<file path="config.mk">
export PLATFORM = sky130hd
export DESIGN_NAME = msg_frame_scheduler
export DESIGN_NICKNAME = d
export VERILOG_FILES = /design/src/rtl/msg_frame_scheduler.sv
export SDC_FILE = /design/constraint.sdc
export NUM_CORES = 1
export LEC_CHECK = 0
export CORE_UTILIZATION = 50
export CTS_CLUSTER_DIAMETER = 40
export DETAILED_ROUTE_END_ITERATION = 16
export GPL_ROUTABILITY_DRIVEN = 0
export PLACE_DENSITY = 0.82
export RECOVER_POWER = 25
export SLEW_MARGIN = 20
export SYNTH_ARGS = -nofsm -noshare
export SYNTH_HDL_FRONTEND = slang
export SYNTH_SLANG_ARGS = --single-unit
</file>
<file path="constraint.sdc">
create_clock -name sys_clk_100m -period 4.9 [get_ports sys_clk_100m]
set_clock_uncertainty 0.1 [all_clocks]
set_input_delay 0.98 -clock sys_clk_100m [delete_from_list [all_inputs] [get_ports sys_clk_100m]]
set_output_delay 0.98 -clock sys_clk_100m [all_outputs]
set_load 0.02 [all_outputs]
</file>
<file path="src/rtl/msg_frame_scheduler.sv">
// msg_frame_scheduler
// Frame builder for the SRIO upstream path. On each accepted frame-start pulse
// it visits every enabled sensor channel in ascending order, drains a fixed
// number of beats from that channel's cache FIFO, and packs the bytes into
// OUT_W-bit words. Each frame is emitted as a header, then per-channel headers
// with their data, then an XOR checksum trailer. Channels that run dry are
// zero-filled and flagged.
module msg_frame_scheduler #(
   parameter int          CH_NUM       = 25,
   parameter int          DIN_W        = 8,
   parameter int          OUT_W        = 32,
   parameter int          BEATS_PER_CH = 100,
   parameter logic [15:0] SYNC_WORD    = 16'hEB90,
   parameter logic [7:0]  CH_TAG       = 8'hC5
) (
   input  logic                      sys_clk_100m,
   input  logic                      sw_srst_n,
   input  logic                      frame_start_pulse_i,
   input  logic [CH_NUM-1:0]         ch_mask_i,
   output logic [CH_NUM-1:0]         rd_en_o,
   input  logic [CH_NUM*DIN_W-1:0]   din_i,
   input  logic [CH_NUM-1:0]         empty_i,
   output logic                      us_wr_en_o,
   output logic [OUT_W-1:0]          us_wr_dout_o,
   input  logic                      us_prog_full_i,
   output logic                      busy_o,
   output logic [15:0]               frame_cnt_o,
   output logic [CH_NUM-1:0]         underrun_o,
   output logic                      missed_start_o
);

   localparam int WPB = OUT_W / DIN_W;                         // beats per word
   localparam int CHW = (CH_NUM > 1) ? $clog2(CH_NUM) : 1;
   localparam int BCW = $clog2(BEATS_PER_CH + 1);
   localparam int PCW = $clog2(WPB + 1);

   localparam logic [2:0] S_IDLE    = 3'd0;
   localparam logic [2:0] S_HDR     = 3'd1;
   localparam logic [2:0] S_CH_HDR  = 3'd2;
   localparam logic [2:0] S_DATA    = 3'd3;
   localparam logic [2:0] S_NEXT_CH = 3'd4;
   localparam logic [2:0] S_TAIL    = 3'd5;

   logic [2:0]         r_state;
   logic [CH_NUM-1:0]  r_mask;
   logic [CHW-1:0]     r_ch;
   logic               r_arm;
   logic               r_busy;
   logic [15:0]        r_frame_cnt;
   logic [CH_NUM-1:0]  r_underrun;
   logic               r_missed;
   logic               r_wr_en;
   logic [OUT_W-1:0]   r_wr_dout;
   logic [OUT_W-1:0]   r_xsum;
   logic [BCW-1:0]     r_issue_cnt;
   logic               r_beat_v;
   logic               r_beat_real;
   logic [OUT_W-1:0]   r_pack;
   logic [PCW-1:0]     r_pack_cnt;
   logic               r_pend;
   logic [OUT_W-1:0]   r_hold;
   logic               r_tail_sent;

   logic               w_issue;
   logic               w_empty_k;
   logic               w_rd_real;
   logic [CH_NUM-1:0]  w_rd_en;
   logic [DIN_W-1:0]   w_din_k;
   logic [DIN_W-1:0]   w_byte;
   logic [OUT_W-1:0]   w_pack_next;
   logic               w_word_done;
   logic               w_from_hdr;
   logic               w_nxt_found;
   logic [CHW-1:0]     w_nxt_ch;
   logic               w_hit;
   logic [OUT_W-1:0]   w_hdr_word;
   logic [OUT_W-1:0]   w_chh_word;

   // A beat is due only in DATA, while beats remain, with no back-pressure and
   // no completed word waiting; an empty FIFO turns the beat into a zero filler.
   // The read strobe is decoded straight from the live empty flag so that
   // back-to-back reads can never run past the last entry of the FIFO.
   assign w_issue   = (r_state == S_DATA) && (r_issue_cnt != BCW'(BEATS_PER_CH))
                      && !us_prog_full_i && !r_pend;
   assign w_empty_k = empty_i[r_ch];
   assign w_rd_real = w_issue && !w_empty_k;

   // Read data of the active channel; filler beats contribute zeros.
   assign w_din_k     = din_i[int'(r_ch) * DIN_W +: DIN_W];
   assign w_byte      = r_beat_real ? w_din_k : {DIN_W{1'b0}};
   assign w_pack_next = (r_pack << DIN_W) | OUT_W'(w_byte);
   assign w_word_done = r_beat_v && (r_pack_cnt == PCW'(WPB - 1));

   assign w_hdr_word = OUT_W'({SYNC_WORD, r_frame_cnt});
   assign w_chh_word = OUT_W'({CH_TAG, 8'(r_ch), 16'(BEATS_PER_CH)});

   // One-hot read enable for the active channel when a real beat is issued.
   always_comb begin
      w_rd_en = {CH_NUM{1'b0}};
      if (w_rd_real) begin
         w_rd_en[r_ch] = 1'b1;
      end else begin
         w_rd_en = {CH_NUM{1'b0}};
      end
   end

   // Lowest enabled channel above the current one (or from zero out of HDR);
   // a descending scan leaves the lowest match in a single cycle.
   always_comb begin
      w_from_hdr  = (r_state == S_HDR);
      w_nxt_found = 1'b0;
      w_nxt_ch    = {CHW{1'b0}};
      w_hit       = 1'b0;
      for (int j = CH_NUM - 1; j >= 0; j--) begin
         w_hit       = r_mask[j] && (w_from_hdr || (j > int'(r_ch)));
         w_nxt_found = w_nxt_found | w_hit;
         w_nxt_ch    = w_hit ? CHW'(j) : w_nxt_ch;
      end
   end

   // Frame sequencer, beat pipeline, word packer and upstream writer.
   always_ff @(posedge sys_clk_100m or negedge sw_srst_n) begin
      if (!sw_srst_n) begin
         r_state     <= S_IDLE;
         r_mask      <= {CH_NUM{1'b0}};
         r_ch        <= {CHW{1'b0}};
         r_arm       <= 1'b0;
         r_busy      <= 1'b0;
         r_frame_cnt <= 16'h0000;
         r_underrun  <= {CH_NUM{1'b0}};
         r_missed    <= 1'b0;
         r_wr_en     <= 1'b0;
         r_wr_dout   <= {OUT_W{1'b0}};
         r_xsum      <= {OUT_W{1'b0}};
         r_issue_cnt <= {BCW{1'b0}};
         r_beat_v    <= 1'b0;
         r_beat_real <= 1'b0;
         r_pack      <= {OUT_W{1'b0}};
         r_pack_cnt  <= {PCW{1'b0}};
         r_pend      <= 1'b0;
         r_hold      <= {OUT_W{1'b0}};
         r_tail_sent <= 1'b0;
      end else begin
         // A start pulse on the very first cycle after reset is not honoured.
         r_arm   <= 1'b1;
         r_wr_en <= 1'b0;

         if (frame_start_pulse_i && r_busy) begin
            r_missed <= 1'b1;
         end

         // Issue stage: remember what was issued so its data is packed next cycle.
         r_beat_v    <= w_issue;
         r_beat_real <= w_rd_real;
         if (w_issue) begin
            r_issue_cnt <= r_issue_cnt + BCW'(1);
            if (w_empty_k) begin
               r_underrun[r_ch] <= 1'b1;
            end
         end

         // Capture stage: first beat ends up in the MSBs of the word.
         if (r_beat_v) begin
            if (w_word_done) begin
               r_pack     <= {OUT_W{1'b0}};
               r_pack_cnt <= {PCW{1'b0}};
               if (!us_prog_full_i) begin
                  r_wr_en   <= 1'b1;
                  r_wr_dout <= w_pack_next;
                  r_xsum    <= r_xsum ^ w_pack_next;
               end else begin
                  r_pend <= 1'b1;
                  r_hold <= w_pack_next;
               end
            end else begin
               r_pack     <= w_pack_next;
               r_pack_cnt <= r_pack_cnt + PCW'(1);
            end
         end

         // A word held back by prog_full leaves on the first free cycle.
         if (r_pend && !us_prog_full_i) begin
            r_pend    <= 1'b0;
            r_wr_en   <= 1'b1;
            r_wr_dout <= r_hold;
            r_xsum    <= r_xsum ^ r_hold;
         end

         case (r_state)
            S_IDLE: begin
               if (frame_start_pulse_i && r_arm) begin
                  r_mask      <= ch_mask_i;
                  r_underrun  <= {CH_NUM{1'b0}};
                  r_busy      <= 1'b1;
                  r_xsum      <= {OUT_W{1'b0}};
                  r_ch        <= {CHW{1'b0}};
                  r_tail_sent <= 1'b0;
                  r_state     <= S_HDR;
               end
            end
            S_HDR: begin
               if (!us_prog_full_i) begin
                  r_wr_en   <= 1'b1;
                  r_wr_dout <= w_hdr_word;
                  r_xsum    <= w_hdr_word;
                  if (w_nxt_found) begin
                     r_ch    <= w_nxt_ch;
                     r_state <= S_CH_HDR;
                  end else begin
                     r_state <= S_TAIL;
                  end
               end
            end
            S_CH_HDR: begin
               if (!us_prog_full_i) begin
                  r_wr_en     <= 1'b1;
                  r_wr_dout   <= w_chh_word;
                  r_xsum      <= r_xsum ^ w_chh_word;
                  r_issue_cnt <= {BCW{1'b0}};
                  r_state     <= S_DATA;
               end
            end
            S_DATA: begin
               // Leave only once every beat is issued, captured and written.
               if ((r_issue_cnt == BCW'(BEATS_PER_CH)) && !r_beat_v
                   && (r_pack_cnt == {PCW{1'b0}}) && !r_pend) begin
                  r_state <= S_NEXT_CH;
               end
            end
            S_NEXT_CH: begin
               if (w_nxt_found) begin
                  r_ch    <= w_nxt_ch;
                  r_state <= S_CH_HDR;
               end else begin
                  r_state <= S_TAIL;
               end
            end
            S_TAIL: begin
               if (!r_tail_sent) begin
                  if (!us_prog_full_i) begin
                     r_wr_en     <= 1'b1;
                     r_wr_dout   <= r_xsum;
                     r_tail_sent <= 1'b1;
                  end
               end else begin
                  r_busy      <= 1'b0;
                  r_frame_cnt <= r_frame_cnt + 16'd1;
                  r_state     <= S_IDLE;
               end
            end
            default: begin
               r_state <= S_IDLE;
            end
         endcase
      end
   end

   assign rd_en_o        = w_rd_en;
   assign us_wr_en_o     = r_wr_en;
   assign us_wr_dout_o   = r_wr_dout;
   assign busy_o         = r_busy;
   assign frame_cnt_o    = r_frame_cnt;
   assign underrun_o     = r_underrun;
   assign missed_start_o = r_missed;

endmodule

</file>
== Yosys cells after proc, flatten, opt, wreduce, memory -nomap -nowiden ==
Cells that the tools add are included.
Widths: inputs -> output; s select.

* Output and inout bits: 101
* Register bits: 212
* Input port bits: 254

* Bitwise operators: 29
* Mux-type cells: 85
* Reductions and logical operators: 81
* Shifts and indexed selects: 1
* $lt $le $gt $ge: 26
* Equality and inequality tests: 13
* Add/subtract/negate cells: 3

{| class="wikitable"
|+ Operator list
! kind !! number
|-
| $mux 32 || 15
|-
| $shiftx 200x9->8 || 1
|-
| $pmux 32 s3 || 2
|-
| $mux 5 || 28
|-
| $mux 25 || 5
|-
| $xor 32x32->32 || 3
|-
| $gt 5x5->1 const A || 9
|-
| $gt 4x5->1 const A || 8
|-
| $logic_and 1x1->1 || 37
|-
| $or 32x8->32 || 1
|-
| $or 25x25->25 || 1
|-
| $logic_or 1x1->1 || 24
|-
| $mux 24 || 1
|-
| $or 1x1->1 || 24
|-
| $mux 3 || 7
|-
| $mux 7 || 3
|-
| $gt 3x5->1 const A || 4
|-
| $pmux 3 s6 || 1
|-
| $add 16x1->16 const B || 1
|-
| $mux 1 || 16
|-
| $pmux 5 s3 || 1
|-
| $reduce_and 3->1 || 4
|-
| $gt 2x5->1 const A || 2
|-
| $eq 3x2->1 const B || 3
|-
| other kinds (22) || 37
|}

== Logic depth before layout (Yosys ltp) ==
* Word-level depth: 31
* Mapped depth: 12
* Gate-level depth less buffers: 9

== Worst setup path before layout ==
Ideal clock, no wire load.

* Path type: in2out
* Start point: in us_prog_full_i
* End point: out rd_en_o[19]
* Slack: 1.061 ns
* Stages on the path: 9
* Data arrival time: 2.759 ns
* Cell sequence: clkbuf_1 nor2_1 nand2_1 nor3_1 clkbuf_1 nand2_1 inv_1 nand3_1 nor3_1

* Longest elaborated chain between the ends: 5

{| class="wikitable"
|+ Ends and longest elaborated chain
! what !! line !! source
|-
| start, declared || 25 || <nowiki>input logic us_prog_full_i,</nowiki>
|-
| $logic_not 1->1 || - ||
|-
| $logic_and 1x1->1 (2 in a row) || 84 || <nowiki>&& !us_prog_full_i && !r_pend;</nowiki>
|-
| via w_issue || 64 || <nowiki>logic w_issue;</nowiki>
|-
| $logic_and 1x1->1 || 86 || <nowiki>assign w_rd_real = w_issue && !w_empty_k;</nowiki>
|-
| via w_rd_real || 66 || <nowiki>logic w_rd_real;</nowiki>
|-
| $mux 25 || 100 || <nowiki>if (w_rd_real) begin</nowiki>
|-
| end, declared || 20 || <nowiki>output logic [CH_NUM-1:0] rd_en_o,</nowiki>
|}

The timed path passes the listed nets, and every way through them passes these cells.

== Worst setup path in the final report ==
* Start point: in empty_i[21]
* End point: out rd_en_o[19]

* Longest elaborated chain between the ends: 5

{| class="wikitable"
|+ Ends and longest elaborated chain
! what !! line !! source
|-
| start, declared || 22 || <nowiki>input logic [CH_NUM-1:0] empty_i,</nowiki>
|-
| $bmux 1 s5 || 85 || <nowiki>assign w_empty_k = empty_i[r_ch];</nowiki>
|-
| $mux 1 (not written as such) || 85 ||
|-
| $logic_not 1->1 || 86 ||
|-
| $logic_and 1x1->1 || 86 ||
|-
| via w_rd_real || 66 ||
|-
| $mux 25 || 100 ||
|}

The timed path passes the listed nets, and every way through them passes these cells. The select of a mux whose other input is x is not followed.

==> metrics.md <==
| Metric | Value |
|---|---|
| Status | `complete, but fails checks` |
| Failing checks | `capacitance limit, slew limit` |
| Worst VDD drop | `400 uV` |
| Gr ovfl total | `0` |
| H-tree depth | `2` |
| Max-slew violations | `155` |
| CP dominant cell by count | `clkdlybuf4s50_1` |
| DP HPWL | `36.3 mm` |
| Top-area cell type share of the netlist area | `41.2%` |
| Max FO, Critical Path | `6` |
| Layout cell share with drive strength beyond 1 | `9.54%` |
| Post-CTS setup repair buffer count | `0` |
| Max cap viols | `2` |
| Max Clock Freq | `208 MHz` |
| Die Ht | `162 um` |
| CTS tree | `yes` |
| Clock transition at path regs | `0.05 ns` |
| Synth Cell Area | `0.0129 mm2` |
| NetSw | `3.83 mW` |
| Combinational fraction of design power | `44.3%` |
| RSZ-0062 raised after global routing | `false` |
| Router iterations before antenna repair | `6` |
| Syn Nets | `1,656` |
| First-pass GRT wire length | `75.8 mm` |
| Gate Count Post-Synth | `1,397` |
| Commonest non-fill, non-tap cell in the layout | `clkdlybuf4s50_1` |
| Clock share of power | `25.2%` |
| Pleak | `7.11 nW` |
| Area Overhead vs Synth | `37.4%` |
| Slowest-stage cell, CP | `clkdlybuf4s50_1` |
| Peak per-stage delay on the critical path | `0.64 ns` |
| GRT Resource Usage Total | `38.1%` |
| Routed wire per std cell | `24.1 um` |
| Via count | `13,273` |
| CP Capture Type | `primary output` |
| Util after Layout | `70.2%` |
| Cell variety after synth | `88` |
| Initial antenna violation count | `4` |
| Synth top area cells | `dfrtp_1 41%, mux4_2 7.7%, nand2_1 6.6%` |
| Post-synth EDFFs | `0` |
| Worst endpoint data arrival time | `3.72 ns` |
| Flops & latches, synth | `212` |
| Final hold vios | `0` |
| Least-Margin Pin Slew | `3.07 ns` |
| DRT Wirelength | `49.9 mm` |
| Die footprint | `0.0264 mm2` |
| Core box area | `0.0252 mm2` |
| Clock sink count | `212` |
| Std-Cell Rows | `58` |
| Critical Path RT | `3.82 ns` |
| Vias in the first global route | `13,169` |
| Syn. warnings | `0` |
| Horiz. Die Dim | `162 um` |
| Asr flop ratio synth | `100%` |
| Largest net degree at the start of global routing | `124` |
| Total power | `9.23 mW` |
| Sequential power share | `30.5%` |
| Sw Share | `41.5%` |
| Initial Util | `51.1%` |
| # setup viols final | `0` |
| Post-CTS Hold Buffers | `0` |
| Hold Path Class | `reg -> reg` |
| Yosys top cell by area | `dfrtp_1` |
| Critical path cell sequence | `clkdlybuf4s50_1, mux4_1, mux2i_1, mux4_2, nand2_1, inv_1, nand3_1, nor3_1, clkdlybuf4s50_1` |
| Number of gates resized after cts | `0` |
| Ports | `355` |
| Sequential-to-total area share from yosys stat | `41.2%` |
| TNS Setup | `0 ns` |
| Avg Cell Area, Syn | `9.21 um2` |
| DRT iter0 DRCs | `1,666` |
| Root buf cell | `clkbuf_16` |
| Internal power | `5.40 mW` |
| Vias per cell | `6.41` |
| Port bufs | `354` |
| Slew HR | `-105%` |
| Final cell count without fillers | `2,072` |
| Minimum clock period | `4.80 ns` |
| Final period utilization | `97.9%` |
| Pwr Density | `522 mW/mm2` |
| Clk_lat worst skew | `0.50 ns` |
| Placed Cells | `2,010` |
| Drc violations | `0` |
| Crit Path Class | `in -> out` |
| Setup crit start kind | `input port` |
| Final nets | `1,975` |
| Max Root-Sink Buffers | `3` |
| Most frequent cells in the layout | `352 x clkdlybuf4s50_1, 225 x nand2_1, 209 x dfrtp_1, 131 x o21ai_0, 109 x nor2_1` |
| Ys flop type | `dfrtp_1` |
| ANT nets after route | `0` |
| CTS buffer count | `34` |
[cell usage after synthesis (all sizes together), types with 6 or more instances]
cell type and number:
mux4 51, nor2 110, or3 6, and3 7, and2 7, a21boi 12
a31oi 11, a211oi 20, a221oi 17, clkbuf 59, inv 46, mux2i 36
dfrtp 212, nand2 225, nor2b 21, o21ai 140, nand3 26, a22oi 23
nand4 10, or2 10, o21a 6, a21oi 81, xnor2 20, buf 41
nand2b 17, o311ai 6, o22ai 41, a22o 6, o31ai 8, nor3 22
o211ai 8, a21o 7
[area by class of cell]
| class | instances | area [um2] |
|---|---|---|
| Fill cell | 1909 | 7500 |
| Antenna cell | 2 | 5.00 |
| Sequential cell | 212 | 5310 |
| Multi-Input combinational cell | 1038 | 6890 |
| Clock inverter | 15 | 121 |
| Inverter | 47 | 176 |
| Timing Repair Buffer | 383 | 3760 |
| Clock buffer | 45 | 1010 |
| Tap cell | 330 | 413 |
[power by group through the flow]
stage          registers, mW  logic, mW  clock network, mW
2_1_floorplan           2.69       2.70                  0
3_3_place_gp            2.77       3.87                  0
3_5_place_dp            2.80       3.96                  0
4_1_cts                 2.78       4.01               2.34
5_1_grt                 2.87       4.39               2.42
6_report                2.82       4.09               2.33
[state kept, by name, summed over array words and instances, names as in the netlist, 7 cells and up]
| signal | flops |
|---|---|
| r_hold | 32 |
| r_xsum | 32 |
| us_wr_dout_o | 32 |
| r_mask | 25 |
| underrun_o | 25 |
| r_pack | 24 |
| frame_cnt_o | 16 |
| r_issue_cnt | 7 |
[path summary, 6_finish.rpt]
path	start	endpoint	slack, ns	cells past startpoint
min	missed_start_o	missed_start_o	0.37	1
min in group asynchronous	sw_srst_n	us_wr_dout_o[27]	1.37	1
max	empty_i[21]	rd_en_o[19]	0.10	9
max in group asynchronous	sw_srst_n	r_ch[1]	1.11	1
max reg2reg	r_beat_v	r_xsum[23]	0.97	9
min reg2reg	missed_start_o	missed_start_o	0.37	1
[worst max-delay path: cells and delay by family]
kind,cells,cell delay (ns)
buffers and inverters,3,1.22
muxes,3,0.97
and+or+nand+nor,3,0.56
[through the flow]
stage / cell area, um2 / worst slack (ns) / hold slack (ns)
floorplan: 12900 / 1.06 / 0.339
global placement: 16600 / 0.196 / 0.347
detailed placement: 16600 / 0.144 / 0.355
CTS: 17700 / 0.135 / 0.367
global route: 17700 / 0.00641 / 0.387
finish: 17700 / 0.102 / 0.372
[cells by family (layout without fill, tap and decap cells)]
family / after synthesis / count (layout) / synth area share (%)
AOI/OAI and AO/OA: 429 / 429 / 21.5
buffers and inverters: 147 / 490 / 5.36
xor gates and xnor gates: 25 / 25 / 1.70
other: 1 / 3 / 0.0291
and+or+nand+nor: 489 / 489 / 17.6
adders and majority gates: 5 / 5 / 0.486
DFF: 212 / 212 / 41.2
muxes: 89 / 89 / 12.1
[layer usage]
layer	track usage [%]	share of wire, %	vias up
met2	61.3	47	924
li1	-	-	5751
met1	46.0	36	6415
met3	10.9	11	183
met5	0	0	-
met4	21.2	5.8	0
(Power assumes the default switching activity.)
